<file path="src/rtl/wb_arbiter_2_wdt.sv">
// ============================================================================
// wb_arbiter_2_wdt
// ----------------------------------------------------------------------------
// Two-master Wishbone arbiter with a grant FSM and an optional bus watchdog.
// One Wishbone slave port is shared between master 0 and master 1. A master's
// CYC is its bus request. Once a master is granted, it keeps the grant for the
// whole of its CYC. There is no preemption.
//
// Arbitration (registered, one cycle of latency from request to wbs_cyc_o):
//   ARB_TYPE_ROUND_ROBIN = 1 : on a tie, the master not granted last wins.
//                              After reset the preferred master wins the
//                              first tie.
//   ARB_TYPE_ROUND_ROBIN = 0 : fixed priority. On a tie, master 0 wins if
//                              ARB_LSB_HIGH_PRIORITY = 1, otherwise master 1.
// Between two grants there is always one idle cycle with wbs_cyc_o = 0.
//
// Optional feature, macro WB_ARB_WATCHDOG_EN:
//   When defined, a 16-bit counter measures how long a strobe goes
//   unanswered. After TIMEOUT such cycles the access is aborted:
//     - the granted master gets a one-cycle err_o,
//     - timeout_o pulses for one cycle,
//     - the slave side is released.
//   The arbiter then waits for that master to drop CYC.
//   When not defined, there is no counter and timeout_o is tied to 0. A
//   stalled slave then holds the grant for as long as the master holds CYC.
//
// Ports:
//   clk, rst_n          clock; synchronous active-low reset
//   wbm0_* / wbm1_*     master-side Wishbone ports
//                       (adr/dat/we/sel/stb/cyc in, dat/ack/err/rty out)
//   wbs_*               slave-side Wishbone port
//                       (muxed request out, response in)
//   grant_o             one-hot grant; 2'b00 while idle or aborting
//   timeout_o           one-cycle pulse when the watchdog aborts an access
// ============================================================================
module wb_arbiter_2_wdt #(
  parameter int DATA_WIDTH            = 32,
  parameter int ADDR_WIDTH            = 32,
  parameter int SELECT_WIDTH          = DATA_WIDTH / 8,
  parameter int ARB_TYPE_ROUND_ROBIN  = 1,
  parameter int ARB_LSB_HIGH_PRIORITY = 1,
  parameter int TIMEOUT               = 255
) (
  input  logic                    clk,
  input  logic                    rst_n,

  input  logic [ADDR_WIDTH-1:0]   wbm0_adr_i,
  input  logic [DATA_WIDTH-1:0]   wbm0_dat_i,
  output logic [DATA_WIDTH-1:0]   wbm0_dat_o,
  input  logic                    wbm0_we_i,
  input  logic [SELECT_WIDTH-1:0] wbm0_sel_i,
  input  logic                    wbm0_stb_i,
  output logic                    wbm0_ack_o,
  output logic                    wbm0_err_o,
  output logic                    wbm0_rty_o,
  input  logic                    wbm0_cyc_i,

  input  logic [ADDR_WIDTH-1:0]   wbm1_adr_i,
  input  logic [DATA_WIDTH-1:0]   wbm1_dat_i,
  output logic [DATA_WIDTH-1:0]   wbm1_dat_o,
  input  logic                    wbm1_we_i,
  input  logic [SELECT_WIDTH-1:0] wbm1_sel_i,
  input  logic                    wbm1_stb_i,
  output logic                    wbm1_ack_o,
  output logic                    wbm1_err_o,
  output logic                    wbm1_rty_o,
  input  logic                    wbm1_cyc_i,

  output logic [ADDR_WIDTH-1:0]   wbs_adr_o,
  input  logic [DATA_WIDTH-1:0]   wbs_dat_i,
  output logic [DATA_WIDTH-1:0]   wbs_dat_o,
  output logic                    wbs_we_o,
  output logic [SELECT_WIDTH-1:0] wbs_sel_o,
  output logic                    wbs_stb_o,
  input  logic                    wbs_ack_i,
  input  logic                    wbs_err_i,
  input  logic                    wbs_rty_i,
  output logic                    wbs_cyc_o,

  output logic [1:0]              grant_o,
  output logic                    timeout_o
);

  localparam logic [1:0] ST_IDLE  = 2'b00;
  localparam logic [1:0] ST_BUSY  = 2'b01;
  localparam logic [1:0] ST_ABORT = 2'b10;

  // Reset value of the round-robin pointer. The pointer records the master
  // granted last, so it starts at the *other* master. That way the preferred
  // master wins the first tie after reset.
  localparam logic LAST_RESET = (ARB_LSB_HIGH_PRIORITY != 0) ? 1'b1 : 1'b0;

  logic [1:0] state_q, state_d;
  logic       owner_q, owner_d;   // index of the granted (or aborting) master
  logic       last_q,  last_d;    // round-robin pointer: master granted last
  logic       busy;
  logic       winner;
  logic       slave_term;
  logic       wdt_expire;
  logic       abort_pulse;

  logic [ADDR_WIDTH-1:0]   own_adr;
  logic [DATA_WIDTH-1:0]   own_dat;
  logic [SELECT_WIDTH-1:0] own_sel;
  logic                    own_we;
  logic                    own_stb;
  logic                    own_cyc;

  assign busy       = (state_q == ST_BUSY);
  assign slave_term = wbs_ack_i | wbs_err_i | wbs_rty_i;

  // --------------------------------------------------------------------------
  // Request mux for the current owner.
  // owner_q stays valid in ABORT, so the FSM can watch the owner's CYC there.
  // --------------------------------------------------------------------------
  always_comb begin
    if (owner_q) begin
      own_adr = wbm1_adr_i;
      own_dat = wbm1_dat_i;
      own_sel = wbm1_sel_i;
      own_we  = wbm1_we_i;
      own_stb = wbm1_stb_i;
      own_cyc = wbm1_cyc_i;
    end else begin
      own_adr = wbm0_adr_i;
      own_dat = wbm0_dat_i;
      own_sel = wbm0_sel_i;
      own_we  = wbm0_we_i;
      own_stb = wbm0_stb_i;
      own_cyc = wbm0_cyc_i;
    end
  end

  // Slave side: only driven while BUSY. It stays quiet in IDLE and in ABORT.
  // wbs_cyc_o follows the state rather than the owner's CYC. This keeps
  // exactly one dead cycle between consecutive grants.
  assign wbs_adr_o = busy ? own_adr : '0;
  assign wbs_dat_o = busy ? own_dat : '0;
  assign wbs_sel_o = busy ? own_sel : '0;
  assign wbs_we_o  = busy & own_we;
  assign wbs_stb_o = busy & own_stb;
  assign wbs_cyc_o = busy;

  // --------------------------------------------------------------------------
  // Response routing: only the granted master sees slave terminations.
  // --------------------------------------------------------------------------
  assign wbm0_dat_o = wbs_dat_i;
  assign wbm1_dat_o = wbs_dat_i;

  assign wbm0_ack_o = busy & ~owner_q & wbs_ack_i;
  assign wbm0_rty_o = busy & ~owner_q & wbs_rty_i;
  assign wbm0_err_o = (busy & ~owner_q & wbs_err_i) | (abort_pulse & ~owner_q);

  assign wbm1_ack_o = busy & owner_q & wbs_ack_i;
  assign wbm1_rty_o = busy & owner_q & wbs_rty_i;
  assign wbm1_err_o = (busy & owner_q & wbs_err_i) | (abort_pulse & owner_q);

  assign grant_o   = busy ? (owner_q ? 2'b10 : 2'b01) : 2'b00;
  assign timeout_o = abort_pulse;

  // --------------------------------------------------------------------------
  // Arbitration decision (only used in IDLE)
  // --------------------------------------------------------------------------
  always_comb begin
    winner = 1'b0;
    if (wbm0_cyc_i && wbm1_cyc_i) begin
      if (ARB_TYPE_ROUND_ROBIN != 0) begin
        winner = ~last_q;
      end else begin
        winner = (ARB_LSB_HIGH_PRIORITY != 0) ? 1'b0 : 1'b1;
      end
    end else begin
      winner = wbm1_cyc_i;
    end
  end

  // --------------------------------------------------------------------------
  // Grant FSM
  // --------------------------------------------------------------------------
  always_comb begin
    state_d = state_q;
    owner_d = owner_q;
    last_d  = last_q;
    case (state_q)
      ST_IDLE: begin
        if (wbm0_cyc_i || wbm1_cyc_i) begin
          state_d = ST_BUSY;
          owner_d = winner;
        end
      end
      ST_BUSY: begin
        // Owner ending its cycle takes precedence over a watchdog expiry in
        // the same cycle: the master has already abandoned the access.
        if (!own_cyc) begin
          state_d = ST_IDLE;
          last_d  = owner_q;
        end else if (wdt_expire) begin
          state_d = ST_ABORT;
        end
      end
      ST_ABORT: begin
        if (!own_cyc) begin
          state_d = ST_IDLE;
          last_d  = owner_q;
        end
      end
      default: begin
        state_d = ST_IDLE;
      end
    endcase
  end

  always_ff @(posedge clk) begin
    if (!rst_n) begin
      state_q <= ST_IDLE;
      owner_q <= 1'b0;
      last_q  <= LAST_RESET;
    end else begin
      state_q <= state_d;
      owner_q <= owner_d;
      last_q  <= last_d;
    end
  end

  // --------------------------------------------------------------------------
  // Bus watchdog
  // --------------------------------------------------------------------------
`ifdef WB_ARB_WATCHDOG_EN
  localparam logic [15:0] WDT_LIMIT = 16'(TIMEOUT - 1);

  logic [15:0] wdt_cnt_q;
  logic        abort_pulse_q;

  // The counter holds the number of stalled cycles already elapsed. When it
  // equals TIMEOUT-1 in a stalled cycle, that cycle is the TIMEOUT-th
  // stalled one. A slave termination in that cycle still completes normally.
  assign wdt_expire = busy && wbs_stb_o && !slave_term && (wdt_cnt_q == WDT_LIMIT);

  always_ff @(posedge clk) begin
    if (!rst_n) begin
      wdt_cnt_q     <= '0;
      abort_pulse_q <= 1'b0;
    end else begin
      if (busy && (state_d == ST_BUSY) && wbs_stb_o && !slave_term) begin
        wdt_cnt_q <= wdt_cnt_q + 16'd1;
      end else begin
        wdt_cnt_q <= '0;
      end
      abort_pulse_q <= busy && (state_d == ST_ABORT);
    end
  end

  assign abort_pulse = abort_pulse_q;
`else
  assign wdt_expire  = 1'b0;
  assign abort_pulse = 1'b0;
`endif

endmodule

</file>
<file path="config.mk">
export PLATFORM = sky130hd
export DESIGN_NAME = wb_arbiter_2_wdt
export DESIGN_NICKNAME = d
export VERILOG_FILES = /design/src/rtl/wb_arbiter_2_wdt.sv
export SDC_FILE = /design/constraint.sdc
export NUM_CORES = 1
export LEC_CHECK = 0
export ABC_AREA = 1
export BUFFER_PORTS_ARGS = -buffer_cell sky130_fd_sc_hd__clkbuf_2
export CORE_AREA = 4 4 124 126
export DETAILED_ROUTE_END_ITERATION = 12
export DIE_AREA = 0 0 128 130
export GPL_TIMING_DRIVEN = 0
export MAX_ROUTING_LAYER = met4
export PLACE_DENSITY = 0.41
export REMOVE_ABC_BUFFERS = 1
export SYNTH_ARGS = -nofsm -noshare
export SYNTH_HDL_FRONTEND = slang
export SYNTH_SLANG_ARGS = --single-unit
export TNS_END_PERCENT = 5
</file>
<file path="constraint.sdc">
create_clock -name clk -period 1.7 [get_ports clk]
set_input_delay 0.17 -clock clk [delete_from_list [all_inputs] [get_ports clk]]
set_output_delay 0.17 -clock clk [all_outputs]
set_load 0.02 [all_outputs]
</file>
# Word-level counts from Yosys, hierarchy flattened
# Cells that the tools add are included.
[classes]
mux = 15
n_bitwise = 13
n_div = 0
addsub = 0
n_shift = 0
eq_ne = 4
mul = 0
magnitude_cmp = 0
reduce_logical = 7
[op_table]
columns = ["op", "n"]
rows = [
  ["two-way mux 32 bit", 4],
  ["AND 1 bit", 10],
  ["two-way mux 2 bit", 4],
  ["two-way mux 4 bit", 2],
  ["AND reduction 2 bit", 3],
  ["two-way mux 1 bit", 4],
  ["inequality test 2 bit, second input constant", 2],
  ["one-hot mux 2 bit (2 select lines)", 1],
  ["NOT 1 bit", 3],
  ["== test 2 x 1 -> 1 bit, second input constant", 1],
  ["== test 2 bit, second input constant", 1],
  ["logical NOT 2 bit", 1],
  ["OR reduction 2 bit", 1],
  ["logical AND 1 bit", 1],
  ["logical OR 1 bit", 1],
]
[totals]
latchBits = 0
ram_bits = 0
output_inout_bits = 144
reg_bits = 4
memories = 0
in_bits = 179
mem_bits_ro = 0
elab_cells = 42

# Logic depth before layout (Yosys ltp)
[logic_depth]
depth_word = 4
depth_mapped = 6
depth_no_buf = 5

# Least setup slack after synthesis
# OpenSTA, ideal clock, no wires.
[synth_path]
kind = "register to output"
from = "reg state_q[0]"
to = "out wbs_dat_o[25]"
path_slack_ns = 0.371
path_buffers = 1
path_stages_with_launch = 6
required_time_ns = 1.530
t_arrival_ns = 1.159
cell_sequence = "dfxtp_1 > nand2_2 > inv_2 > buf_2 > nand2_1 > nand2_1"
[synth_between]
elab_chain_len = 2
[synth_rtl]
columns = ["element", "line_no", "text"]
rows = [
  ["start: declaration", "93", "logic [1:0] state_q, state_d;"],
  ["start signal: assignment", "219", "state_q <= state_d;"],
  ["== test 2 x 1 -> 1 bit", "109", "assign busy = (state_q == ST_BUSY);"],
  ["two-way mux 32 bit", "138", "assign wbs_dat_o = busy ? own_dat : '0;"],
  ["end: declaration", "71", "output logic [DATA_WIDTH-1:0] wbs_dat_o,"],
]
# No other way between the ends.

# Worst setup path in the final report
[layout_path]
from = "reg state_q[0]"
to = "out wbs_adr_o[26]"
[layout_between]
elab_chain_len = 2
[layout_rtl]
columns = ["element", "line_no", "text"]
rows = [
  ["== test 2 x 1 -> 1 bit", "109", ""],
  ["two-way mux 32 bit", "137", "assign wbs_adr_o = busy ? own_adr : '0;"],
  ["end: declaration", "69", "output logic [ADDR_WIDTH-1:0] wbs_adr_o,"],
]
# No other way between the ends.

==> implementation parameters <==
Parameter                              Value

CTS
  Clock Sink Count ... 3
  Max clock buf depth ... 2
  Clock buffers created by TritonCTS ... 3
  CTS H-Tree Depth ... 1
  CTS root buffer ... sky130_fd_sc_hd__clkbuf_16
  Clk slew on worst S/H paths ... 0.03 ns
  Worst skew pair latency ... 0.22 ns
  Post CTS Setup Buffer Count ... 0
  TritonCTS clock tree ... built

Setup path
  Worst Path Max Fanout ... 35
  Worst R2R End ... last_q
  Slack of the worst reg-to-reg path ... 0.72 ns
  Type of element launching the critical path ... register
  Worst-case reg-to-reg path depth ... 4
  Arrival @ worst endpoint ... 1.39 ns
  Source of the worst register-to-register timing path ... owner_q
  Category of the worst setup path capture point ... output port
  WP data required ... 1.53 ns
  Critical path class ... reg -> out

Die
  Die height ... 130 um
  Total I/O pin count ... 323
  Number of standard-cell rows in the floorplan ... 44
  Initial core utilization ... 10.9%
  DIE AREA ... 0.0166 mm^2
  Placeable core region ... 0.0143 mm^2
  Die width ... 128 um

Logic synthesis
  Avg Synthesized Cell Area ... 4.86 um^2
  Count of flip-flops with a built-in enable after synthesis ... 0
  Sequential share of the synthesized area ... 3.85%
  Yosys cell types ... 15
  Number of cells produced by synthesis ... 321
  Yosys Warn Count ... 0
  Most used DFF post-synth ... sky130_fd_sc_hd__dfxtp_1
  Synth Register Bits ... 3
  Synthesized cell area ... 0.00156 mm^2
  Async S/R FF share, synth ... 0%

Power and ir drop
  IR drop worst, VDD ... 0.625 mV
  Leakage power total ... 1.72 nW
  Power density over cell area ... 463 mW/mm^2
  Total power of the final layout ... 1.16 mW

Routing
  Detailed-route vias per instance ... 3.62
  Detailed-route via count ... 2,381
  Final antenna-violating net count ... 0
  DRT Wirelength ... 10,300 um
  Residual DRC ... 0
  Routed WL per cell ... 15.6 um
  First-pass iteration count of the detailed router ... 4
  Initial detailed-routing violation count ... 55

GRT
  Met3 routing resource usage after global routing ... 9.54%
  Most used routing layer ... met2
  First-pass GRT wire length ... 13,000 um
  Pin count of the biggest net entering global routing ... 37
  GR Layer Usage met1 ... 12.4%
  Number of antenna violations at the first check in global routing ... 0
  Number of global-route vias before repair ... 2,074
  Gr usage total ... 10.8%
  Overall overflow remaining after global route ... 0
  Routing usage on met2 ... 14.6%

STA
  Number of endpoints failing setup at the final stage ... 0
  Setup slack of the critical path after layout ... 0.140 ns
  Fmax achieved ... 641 MHz
  Final Slew Violations ... 0
  Final Skew ... 0.00139 ns
  Count of endpoints failing hold in the final timing report ... 0
  Time the worst path needs with I/O delays and setup ... 1.56 ns
  Final worst-path cycle share ... 91.8%
  RSZ-0062 raised after global routing ... false

Cells and area
  Core utilization of the finished layout ... 17.4%
  Diode count ... 0
  Layout overhead on the synthesized area ... 59.9%
  Fraction of final layout cells with drive strength greater than 1 ... 49.8%
  Most common cell after layout, fill and taps aside ... sky130_fd_sc_hd__clkbuf_2
  Top library cells by usage in the layout, fill and taps aside ... 225 x sky130_fd_sc_hd__clkbuf_2, 213 x sky130_fd_sc_hd__nand2_1, 9 x sky130_fd_sc_hd__nor2_1
  Number of nets in the layout ... 654

Min path
  Worst min-delay path category ... in -> reg
  Hold Path Cell Cnt ... 3
  Worst Hold Path EP ... owner_q
  Origin of the worst min-delay path ... rst_n

Placement
  HPWL Detailed ... 7680 um
  Post-Place Setup Slack ... -0.432 ns
  Port buffer count ... 225
  RD Place Congestion ... 0.707

Run status
  Result of the run ... completed

Run
  Total of max-cap violations ... 0
==> power by group <==
part | internal, mW | switching, mW | leakage [nW]
logic | 0.263 | 0.434 | 1.66
clock network | 0.310 | 0.0651 | 0.0382
registers | 0.0767 | 0.00820 | 0.0250
==> worst max-delay path: stages, from the launching register on <==
cell and delay [ns]:
sky130_fd_sc_hd__dfxtp_2 0.42, sky130_fd_sc_hd__nand2_4 0.19, sky130_fd_sc_hd__inv_12 0.20, sky130_fd_sc_hd__nand2_1 0.07, sky130_fd_sc_hd__nand2_1 0.07, sky130_fd_sc_hd__clkbuf_2 0.16
==> state kept, by name (all words and copies together), names as in the netlist <==
signal   cells
last_q       1
owner_q      1
state_q      1
==> per-stage QoR <==
step                hold WS (ns)  cell area [um^2]  std cells  TNS [ns]
finish                     0.182              2490        658         0
detailed placement         0.340              2330        651    -21.99
global placement           0.340              2330        651    -24.54
floorplan                  0.302               970        242         0
CTS                        0.182              2470        657         0
global route               0.203              2490        658         0
==> Yosys cell counts, types with 3 or more instances <==
library cell | number | area, um^2
sky130_fd_sc_hd__o21ai_0 | 3 | 15.0
sky130_fd_sc_hd__buf_2 | 7 | 35.0
sky130_fd_sc_hd__buf_6 | 4 | 45.0
sky130_fd_sc_hd__buf_4 | 68 | 510
sky130_fd_sc_hd__nand2_1 | 214 | 803
sky130_fd_sc_hd__dfxtp_1 | 3 | 60.1
sky130_fd_sc_hd__nor2_1 | 9 | 33.8
sky130_fd_sc_hd__inv_1 | 6 | 22.5
==> routing by layer <==
layer	wire length, um	vias to the layer above	share of wire (%)
met5	0	-	0
met4	21	0	0.20
met3	2060	2	20
met2	4240	219	41
met1	3960	970	39
li1	-	1190	-
==> final cells by class <==
class                      count  area [um^2]
fill                        1720        11800
clock buffer                   4         78.8
tap                          184          230
sequential                     3         61.3
timing repair inverter         3         41.3
multi-input combinational    231          898
inverter                       8         58.8
timing repair buffer         225         1130
==> what timing repair did <==
action / CTS / global route
hold buffers: 0 / 0
pin swaps: 0 / 0
resized for setup: 15 / 3
gates cloned: 2 / 1
setup endpoints to repair: 72 / 60
==> worst max-delay path by stage <==
stage	start	cells past startpoint	to
floorplan	state_q[0]	4	wbs_adr_o[0]
global placement	state_q[0]	5	wbs_adr_o[25]
detailed placement	state_q[0]	5	wbs_adr_o[25]
CTS	state_q[0]	5	wbs_dat_o[22]
global route	state_q[0]	5	wbs_adr_o[1]
finish	state_q[0]	5	wbs_adr_o[26]
==> cell families after synthesis <==
logic type | count (synthesis) | synth area share [%]
compound gates | 4 | 1.28
simple gates | 226 | 54.7
flops | 3 | 3.85
buf+inv | 87 | 39.9
other cells | 1 | 0.240
Power figures use the tool's default switching activity.
